File: src/rtl/dmem_pkg.sv
// Shared size encodings and address helpers for the data-memory arbiter.
package dmem_pkg;

   typedef enum logic [1:0] {
      SZ_B = 2'b00,
      SZ_H = 2'b01,
      SZ_W = 2'b10,
      SZ_D = 2'b11
   } size_e;

   localparam int unsigned MEM_BYTES_DEF = 32'd8192;
   localparam int unsigned CNT_W         = 32'd4;

   function automatic logic [3:0] size_bytes(input logic [1:0] size);
      logic [3:0] n;
      case (size)
         SZ_B:    n = 4'd1;
         SZ_H:    n = 4'd2;
         SZ_W:    n = 4'd4;
         SZ_D:    n = 4'd8;
         default: n = 4'd8;
      endcase
      return n;
   endfunction

   function automatic logic addr_aligned(input logic [2:0] addr_lo, input logic [1:0] size);
      logic ok;
      case (size)
         SZ_B:    ok = 1'b1;
         SZ_H:    ok = (addr_lo[0] == 1'b0);
         SZ_W:    ok = (addr_lo[1:0] == 2'b00);
         SZ_D:    ok = (addr_lo == 3'b000);
         default: ok = 1'b0;
      endcase
      return ok;
   endfunction

endpackage

File: src/rtl/dmem_arbiter_if.sv
// Request/response bundle of one arbiter port; master = requester, slave = arbiter.
interface dmem_arbiter_if #(
   parameter int unsigned ADDR_W = 64,
   parameter int unsigned DATA_W = 64
);
   logic              valid;
   logic              ready;
   logic              we;
   logic [1:0]        size;
   logic [ADDR_W-1:0] addr;
   logic [DATA_W-1:0] wdata;
   logic              rsp_valid;
   logic [DATA_W-1:0] rsp_rdata;
   logic              rsp_err;

   modport master (
      output valid, we, size, addr, wdata,
      input  ready, rsp_valid, rsp_rdata, rsp_err
   );

   modport slave (
      input  valid, we, size, addr, wdata,
      output ready, rsp_valid, rsp_rdata, rsp_err
   );
endinterface

File: src/rtl/dmem_arb_pick.sv
// Combinational grant: port 0 has priority unless port 1 has waited STARVE_LIMIT cycles.
module dmem_arb_pick
   import dmem_pkg::*;
#(
   parameter int unsigned STARVE_LIMIT = 4
) (
   input  logic             p0_valid_i,
   input  logic             p1_valid_i,
   input  logic [CNT_W-1:0] starve_cnt_i,
   output logic [1:0]       gnt_o
);
   localparam logic [CNT_W-1:0] CNT_LIM = CNT_W'(STARVE_LIMIT);

   // one-hot grant selection
   always_comb begin
      gnt_o = 2'b00;
      if (p1_valid_i && (!p0_valid_i || (starve_cnt_i == CNT_LIM))) begin
         gnt_o = 2'b10;
      end else if (p0_valid_i) begin
         gnt_o = 2'b01;
      end else begin
         gnt_o = 2'b00;
      end
   end
endmodule

File: src/rtl/dmem_arbiter.sv
// Two-port data-memory arbiter with a single tracked in-flight read.
// Optional request checking (alignment/range, error response) under DMEM_ARB_CHECK_EN.
module dmem_arbiter
   import dmem_pkg::*;
#(
   parameter int unsigned ADDR_W       = 64,
   parameter int unsigned DATA_W       = 64,
   parameter int unsigned MEM_BYTES    = MEM_BYTES_DEF,
   parameter int unsigned STARVE_LIMIT = 4
) (
   input  logic              clk,
   input  logic              rst_n,
   dmem_arbiter_if.slave     p0,
   dmem_arbiter_if.slave     p1,
   output logic              mem_read_o,
   output logic              mem_write_o,
   output logic [1:0]        mem_type_o,
   output logic [ADDR_W-1:0] mem_addr_o,
   output logic [DATA_W-1:0] mem_wdata_o,
   input  logic [DATA_W-1:0] mem_rdata_i
);
   localparam logic [CNT_W-1:0] CNT_LIM = CNT_W'(STARVE_LIMIT);

   if ((STARVE_LIMIT < 1) || (STARVE_LIMIT > 15) || (MEM_BYTES < 8)) begin : g_bad_cfg
      $error("dmem_arbiter: STARVE_LIMIT must be 1..15 and MEM_BYTES at least 8");
   end

   logic [CNT_W-1:0]  starve_cnt_q, starve_cnt_d;
   logic              inflight_q, inflight_d;
   logic              owner_q, owner_d;
   logic [1:0]        err_q, err_d;
   logic [1:0]        gnt_s;
   logic              hs_s;
   logic              ok_s;
   logic              sel_we_s;
   logic [1:0]        sel_size_s;
   logic [ADDR_W-1:0] sel_addr_s;
   logic [DATA_W-1:0] sel_wdata_s;

   dmem_arb_pick #(.STARVE_LIMIT(STARVE_LIMIT)) u_pick (
      .p0_valid_i   (p0.valid),
      .p1_valid_i   (p1.valid),
      .starve_cnt_i (starve_cnt_q),
      .gnt_o        (gnt_s)
   );

   assign hs_s     = rst_n & (gnt_s[0] | gnt_s[1]);
   assign p0.ready = rst_n & gnt_s[0];
   assign p1.ready = rst_n & gnt_s[1];

   // winner request field mux
   always_comb begin
      sel_we_s    = 1'b0;
      sel_size_s  = 2'b00;
      sel_addr_s  = '0;
      sel_wdata_s = '0;
      if (gnt_s[1]) begin
         sel_we_s    = p1.we;
         sel_size_s  = p1.size;
         sel_addr_s  = p1.addr;
         sel_wdata_s = p1.wdata;
      end else if (gnt_s[0]) begin
         sel_we_s    = p0.we;
         sel_size_s  = p0.size;
         sel_addr_s  = p0.addr;
         sel_wdata_s = p0.wdata;
      end else begin
         sel_we_s    = 1'b0;
      end
   end

`ifdef DMEM_ARB_CHECK_EN
   // range test written as addr <= MEM_BYTES - n so a huge address cannot wrap the sum
   assign ok_s = addr_aligned(sel_addr_s[2:0], sel_size_s) &
                 (sel_addr_s <= (ADDR_W'(MEM_BYTES) - ADDR_W'(size_bytes(sel_size_s))));
   assign p0.rsp_err = err_q[0];
   assign p1.rsp_err = err_q[1];
`else
   assign ok_s       = 1'b1;
   assign p0.rsp_err = 1'b0;
   assign p1.rsp_err = 1'b0;
`endif

   assign mem_read_o  = hs_s & ~sel_we_s & ok_s;
   assign mem_write_o = hs_s &  sel_we_s & ok_s;
   assign mem_type_o  = hs_s ? sel_size_s  : 2'b00;
   assign mem_addr_o  = hs_s ? sel_addr_s  : '0;
   assign mem_wdata_o = hs_s ? sel_wdata_s : '0;

   // next-state for read tracking, pending errors and port-1 starvation
   always_comb begin
      inflight_d   = hs_s & ~sel_we_s & ok_s;
      owner_d      = owner_q;
      err_d        = 2'b00;
      starve_cnt_d = starve_cnt_q;
      if (inflight_d) begin
         owner_d = gnt_s[1];
      end else begin
         owner_d = owner_q;
      end
      if (hs_s && !ok_s) begin
         err_d = gnt_s;
      end else begin
         err_d = 2'b00;
      end
      if (!p1.valid || gnt_s[1]) begin
         starve_cnt_d = '0;
      end else if (starve_cnt_q < CNT_LIM) begin
         starve_cnt_d = starve_cnt_q + CNT_W'(1);
      end else begin
         starve_cnt_d = starve_cnt_q;
      end
   end

   // state registers
   always_ff @(posedge clk or negedge rst_n) begin
      if (!rst_n) begin
         inflight_q   <= 1'b0;
         owner_q      <= 1'b0;
         err_q        <= 2'b00;
         starve_cnt_q <= '0;
      end else begin
         inflight_q   <= inflight_d;
         owner_q      <= owner_d;
         err_q        <= err_d;
         starve_cnt_q <= starve_cnt_d;
      end
   end

   assign p0.rsp_valid = (inflight_q & ~owner_q) | err_q[0];
   assign p1.rsp_valid = (inflight_q &  owner_q) | err_q[1];
   assign p0.rsp_rdata = (inflight_q & ~owner_q) ? mem_rdata_i : '0;
   assign p1.rsp_rdata = (inflight_q &  owner_q) ? mem_rdata_i : '0;
endmodule

File: src/flat_wrapper.sv
// flat-port wrapper written by rule: the top's interface ports become plain ports
module dmem_arbiter_flat import dmem_pkg::*;
#(
   parameter int unsigned ADDR_W       = 64,
   parameter int unsigned DATA_W       = 64,
   parameter int unsigned MEM_BYTES    = MEM_BYTES_DEF,
   parameter int unsigned STARVE_LIMIT = 4
)
  (clk, rst_n, mem_read_o, mem_write_o, mem_type_o, mem_addr_o, mem_wdata_o, mem_rdata_i, p0_valid, p0_we, p0_size, p0_addr, p0_wdata, p0_ready, p0_rsp_valid, p0_rsp_rdata, p0_rsp_err, p1_valid, p1_we, p1_size, p1_addr, p1_wdata, p1_ready, p1_rsp_valid, p1_rsp_rdata, p1_rsp_err);
  dmem_arbiter_if #(.ADDR_W(ADDR_W), .DATA_W(DATA_W)) p0_i ();
  dmem_arbiter_if #(.ADDR_W(ADDR_W), .DATA_W(DATA_W)) p1_i ();
  input  logic clk;
  input  logic rst_n;
  output logic mem_read_o;
  output logic mem_write_o;
  output logic [1:0] mem_type_o;
  output logic [ADDR_W-1:0] mem_addr_o;
  output logic [DATA_W-1:0] mem_wdata_o;
  input  logic [DATA_W-1:0] mem_rdata_i;
  input wire logic [$bits(p0_i.valid)-1:0] p0_valid;
  input wire logic [$bits(p0_i.we)-1:0] p0_we;
  input wire logic [$bits(p0_i.size)-1:0] p0_size;
  input wire logic [$bits(p0_i.addr)-1:0] p0_addr;
  input wire logic [$bits(p0_i.wdata)-1:0] p0_wdata;
  output wire logic [$bits(p0_i.ready)-1:0] p0_ready;
  output wire logic [$bits(p0_i.rsp_valid)-1:0] p0_rsp_valid;
  output wire logic [$bits(p0_i.rsp_rdata)-1:0] p0_rsp_rdata;
  output wire logic [$bits(p0_i.rsp_err)-1:0] p0_rsp_err;
  input wire logic [$bits(p1_i.valid)-1:0] p1_valid;
  input wire logic [$bits(p1_i.we)-1:0] p1_we;
  input wire logic [$bits(p1_i.size)-1:0] p1_size;
  input wire logic [$bits(p1_i.addr)-1:0] p1_addr;
  input wire logic [$bits(p1_i.wdata)-1:0] p1_wdata;
  output wire logic [$bits(p1_i.ready)-1:0] p1_ready;
  output wire logic [$bits(p1_i.rsp_valid)-1:0] p1_rsp_valid;
  output wire logic [$bits(p1_i.rsp_rdata)-1:0] p1_rsp_rdata;
  output wire logic [$bits(p1_i.rsp_err)-1:0] p1_rsp_err;
  assign p0_i.valid = p0_valid;
  assign p0_i.we = p0_we;
  assign p0_i.size = p0_size;
  assign p0_i.addr = p0_addr;
  assign p0_i.wdata = p0_wdata;
  assign p0_ready = p0_i.ready;
  assign p0_rsp_valid = p0_i.rsp_valid;
  assign p0_rsp_rdata = p0_i.rsp_rdata;
  assign p0_rsp_err = p0_i.rsp_err;
  assign p1_i.valid = p1_valid;
  assign p1_i.we = p1_we;
  assign p1_i.size = p1_size;
  assign p1_i.addr = p1_addr;
  assign p1_i.wdata = p1_wdata;
  assign p1_ready = p1_i.ready;
  assign p1_rsp_valid = p1_i.rsp_valid;
  assign p1_rsp_rdata = p1_i.rsp_rdata;
  assign p1_rsp_err = p1_i.rsp_err;
  dmem_arbiter #(.ADDR_W(ADDR_W), .DATA_W(DATA_W), .MEM_BYTES(MEM_BYTES), .STARVE_LIMIT(STARVE_LIMIT)) u_core (.clk(clk), .rst_n(rst_n), .p0(p0_i), .p1(p1_i), .mem_read_o(mem_read_o), .mem_write_o(mem_write_o), .mem_type_o(mem_type_o), .mem_addr_o(mem_addr_o), .mem_wdata_o(mem_wdata_o), .mem_rdata_i(mem_rdata_i));
endmodule
File: config.mk
export PLATFORM = sky130hd
export DESIGN_NAME = dmem_arbiter_flat
export DESIGN_NICKNAME = d
export VERILOG_FILES = /design/src/rtl/dmem_pkg.sv /design/src/rtl/dmem_arbiter_if.sv /design/src/rtl/dmem_arb_pick.sv /design/src/rtl/dmem_arbiter.sv /design/src/flat_wrapper.sv
export SDC_FILE = /design/constraint.sdc
export NUM_CORES = 1
export LEC_CHECK = 0
export BUFFER_PORTS_ARGS = -buffer_cell sky130_fd_sc_hd__buf_2
export CAP_MARGIN = 10
export CORE_AREA = 2 2 229 231
export CTS_CLUSTER_DIAMETER = 30
export DETAILED_ROUTE_END_ITERATION = 12
export DIE_AREA = 0 0 231 233
export GPL_ROUTABILITY_DRIVEN = 0
export PLACE_DENSITY = 0.32
export SLEW_MARGIN = 20
export SYNTH_ARGS = -nofsm -noshare
export SYNTH_HDL_FRONTEND = slang
export SYNTH_SLANG_ARGS = --single-unit
File: constraint.sdc
create_clock -name clk -period 3.8 [get_ports clk]
set_clock_uncertainty 0.2 [all_clocks]
set_input_delay 0.76 -clock clk [delete_from_list [all_inputs] [get_ports clk]]
set_output_delay 0.76 -clock clk [all_outputs]
set_load 0.05 [all_outputs]
==> metrics.log <==
[metrics] Hold Worst Slack: 180 ps
[metrics] portion of total power attributed to the clock network: 12.5%
[metrics] Num Clock Sinks: 6
[metrics] critical path peak fanout: between 40 and 50
[metrics] slew at the pin closest to its max-slew limit: 550 ps
[metrics] critical path class: in -> out
[metrics] most common cell after layout, fill and taps aside: buf_2
[metrics] CTS hold repair buffers: 0
[metrics] Longest Clk Path Bufs: 2
[metrics] setup repair after global routing missed its margin: no
[metrics] Tcrit/Tclk final: between 80% and 90%
[metrics] buffers added on ports: around 590
[metrics] Hold Vio Cnt, Final: 0
[metrics] count of H-tree levels built during CTS: 1
[metrics] Power Total: between 0.001 and 0.0015 W
[metrics] number of flip-flops and latches in the synthesized netlist: 6
[metrics] via count of the first global-routing pass: between 4k and 5k
[metrics] proportion of layout cells with a drive suffix above 1: 67.6%
[metrics] number of top-level pins: 596
[metrics] x dimension of the die: between 200 and 250 um
[metrics] Power per Cell Area: 210 nW/um2
[metrics] max-cap violations: 0
[metrics] Core Rows: 83
[metrics] Vias/cell: approximately 3.2
[metrics] number of distinct library cell variants in the gate-level netlist after synthesis: 20
[metrics] maximum clock frequency: 0.299 GHz
[metrics] Max rail drop VDD: just over 0.09 mV
[metrics] number of gates given a new drive strength after cts: 0
[metrics] global route overflow: 0
[metrics] Sequential cell area: 150 um2
[metrics] floorplan die height: 233 um
[metrics] net switching fraction of the power: around three fifths
[metrics] clock tree from TritonCTS: yes
[metrics] count of vias placed by the detailed router: just over 5k
[metrics] number of fill cells in the layout: around 6.0k
[metrics] number of setup buffers added after CTS: 0
[metrics] area of the multi-input gates: around 2100 um2
[metrics] Rel. slew slack: 63.3%
[metrics] Initial DRT Pass Iterations: 4
[metrics] core utilization of the finished layout: between 10% and 20%
[metrics] Gate power share: between 80% and 90%
[metrics] count of yosys warnings during synthesis: 0
[metrics] number of CTS-inserted buffers: 3
[metrics] CP required: between 2000 and 3000 ps
[metrics] Crit. End Element: output pin
[metrics] starting density of the core: under 10%
[metrics] gate count of the mapped netlist: ~350
[metrics] per-instance average area after synthesis: about 7.3 um2
[metrics] half-perimeter wire length after placement: 21,300 um
[metrics] Clock transition at path regs: 30 ps
[metrics] switching power: a little over 0.0008 W
[metrics] startpoint types: input port
[metrics] area of the core: 51,100 um2
[metrics] Worst-Skew Late Latency: about 230 ps
[metrics] Post-layout nets: roughly 1.3k
[metrics] aggregate global-route resource usage: a little under 8%
[metrics] Pins Over Slew Limit: 0
[metrics] pin count of the biggest net entering global routing: between 60 and 70
[metrics] count of final setup violators: 0
[metrics] sequential-to-total area share from yosys stat: about 5.8%
[metrics] root buffer selected by CTS: clkbuf_16
[metrics] result of the run: finished clean
[metrics] sequential share of power: 5.3%
[metrics] commonest non-fill, non-tap cells in the layout: buf_2 (593), a22o_1 (132), and2_1 (65), and3_1 (65), buf_4 (18)
[metrics] wire length per cell after detailed routing: about 15 um
[metrics] DR DRC count: 0
[metrics] initial antenna violation count: 10
[metrics] violation count after the first detailed-routing iteration: around 240
[metrics] post-synthesis instance area: 2570 um2
[metrics] critical path arrival: about 2400 ps
[metrics] post-route minimum period: between 3000 and 4000 ps
[metrics] Int Pwr: between 0.0005 and 0.0006 W
[metrics] layout overhead on the synthesized area: 150%
[metrics] floorplan die area: 53,800 um2
[metrics] count of nets left with antenna violations after detail routing: 0
[metrics] total wire length: between 20,000 and 25,000 um
[metrics] path type of the worst min-delay path: in -> async
[metrics] wire length of the first global-routing pass: between 30,000 and 40,000 um
[metrics] leakage power of the design: around 4.0 nW
[metrics] Setup TNS: 0 ps
## kinds of logic after synthesis
kind of cell,share of synthesized area [%]
AOI/OAI and AO/OA,47.6
and+or+nand+nor,33.9
other,0.146
adders and majority gates,0.975
buffers and inverters,11.6
DFF,5.85
## cells in the mapped netlist
cell / instances / area (um2)
nand2b_1: 1 / 6.26
clkbuf_1: 32 / 120
a22o_1: 132 / 1160
nand4b_1: 1 / 8.76
o2bb2ai_1: 1 / 8.76
a21boi_2: 1 / 11.3
a21oi_1: 4 / 20.0
nor2_1: 1 / 3.75
and3_1: 66 / 413
inv_1: 6 / 22.5
buf_6: 8 / 90.1
ha_1: 2 / 25.0
buf_4: 2 / 15.0
conb_1: 1 / 3.75
dfrtp_1: 6 / 150
o21ai_0: 5 / 25.0
buf_2: 10 / 50.1
nor2b_1: 2 / 12.5
nand2_1: 5 / 18.8
and2_1: 65 / 407
## per-stage QoR
step           setup WS [ps]  instances  instance area [um2]
2_1_floorplan            498        352                 2570
3_3_place_gp             480       1594                 6330
3_5_place_dp             416       1594                 6330
4_1_cts                  407       1597                 6400
5_1_grt                  342       1599                 6410
6_report                 454       1601                 6410
## area by class of cell
class	count	share of cell area [%]
Timing Repair Buffer	614	49.3
Multi-Input combinational cell	288	33.4
Clock buffer	3	1.17
Antenna cell	4	0.156
Sequential cell	6	2.34
Tap cell	680	13.3
Inverter	6	0.351
## power by group through the flow
stage | Combinational, W | Clock (W) | Sequential [W]
final | 0.00111 | 0.000169 | 0.0000713
after global routing | 0.00117 | 0.000179 | 0.0000719
after CTS | 0.00112 | 0.000173 | 0.0000713
after detailed placement | 0.00112 | 0 | 0.0000721
after global placement | 0.00112 | 0 | 0.0000722
after floorplan | 0.000727 | 0 | 0.0000713
## worst max-delay path: stages
cell and delay [ps]:
buf_2 130, nand4b_1 200, and3_4 490, buf_12 270, a22o_1 200, buf_2 270
## sequential cells by signal, summed over array words and instances (netlist names)
register,flops
u_core.inflight_q,1
u_core.owner_q,1
u_core.starve_cnt_q,4
## per-layer routing
layer  part of all wire, %  GRT usage (%)  vias to the layer above  wire (um)
met1                    42           10.4                     2364      10300
li1                      -              -                     2479          -
met5                  0.17              0                        -         41
met2                    50           13.7                      318      12200
met4                  0.34          0.645                        6         83
met3                   7.8           1.13                       12       1910
## worst paths after layout
kind / startpoint / end / slack (ps) / cells after the start
max in group asynchronous: rst_n / u_core.inflight_q / 3040 / 1
worst min-delay path: rst_n / u_core.starve_cnt_q[1] / 180 / 1
worst max register to register: u_core.starve_cnt_q[0] / u_core.inflight_q / 1860 / 7
worst max-delay path: p1_valid / mem_addr_o[35] / 450 / 6
worst min register to register: u_core.starve_cnt_q[2] / u_core.starve_cnt_q[2] / 370 / 2
min in group clk: u_core.starve_cnt_q[2] / u_core.starve_cnt_q[2] / 370 / 2
Power figures use the tool's default switching activity.
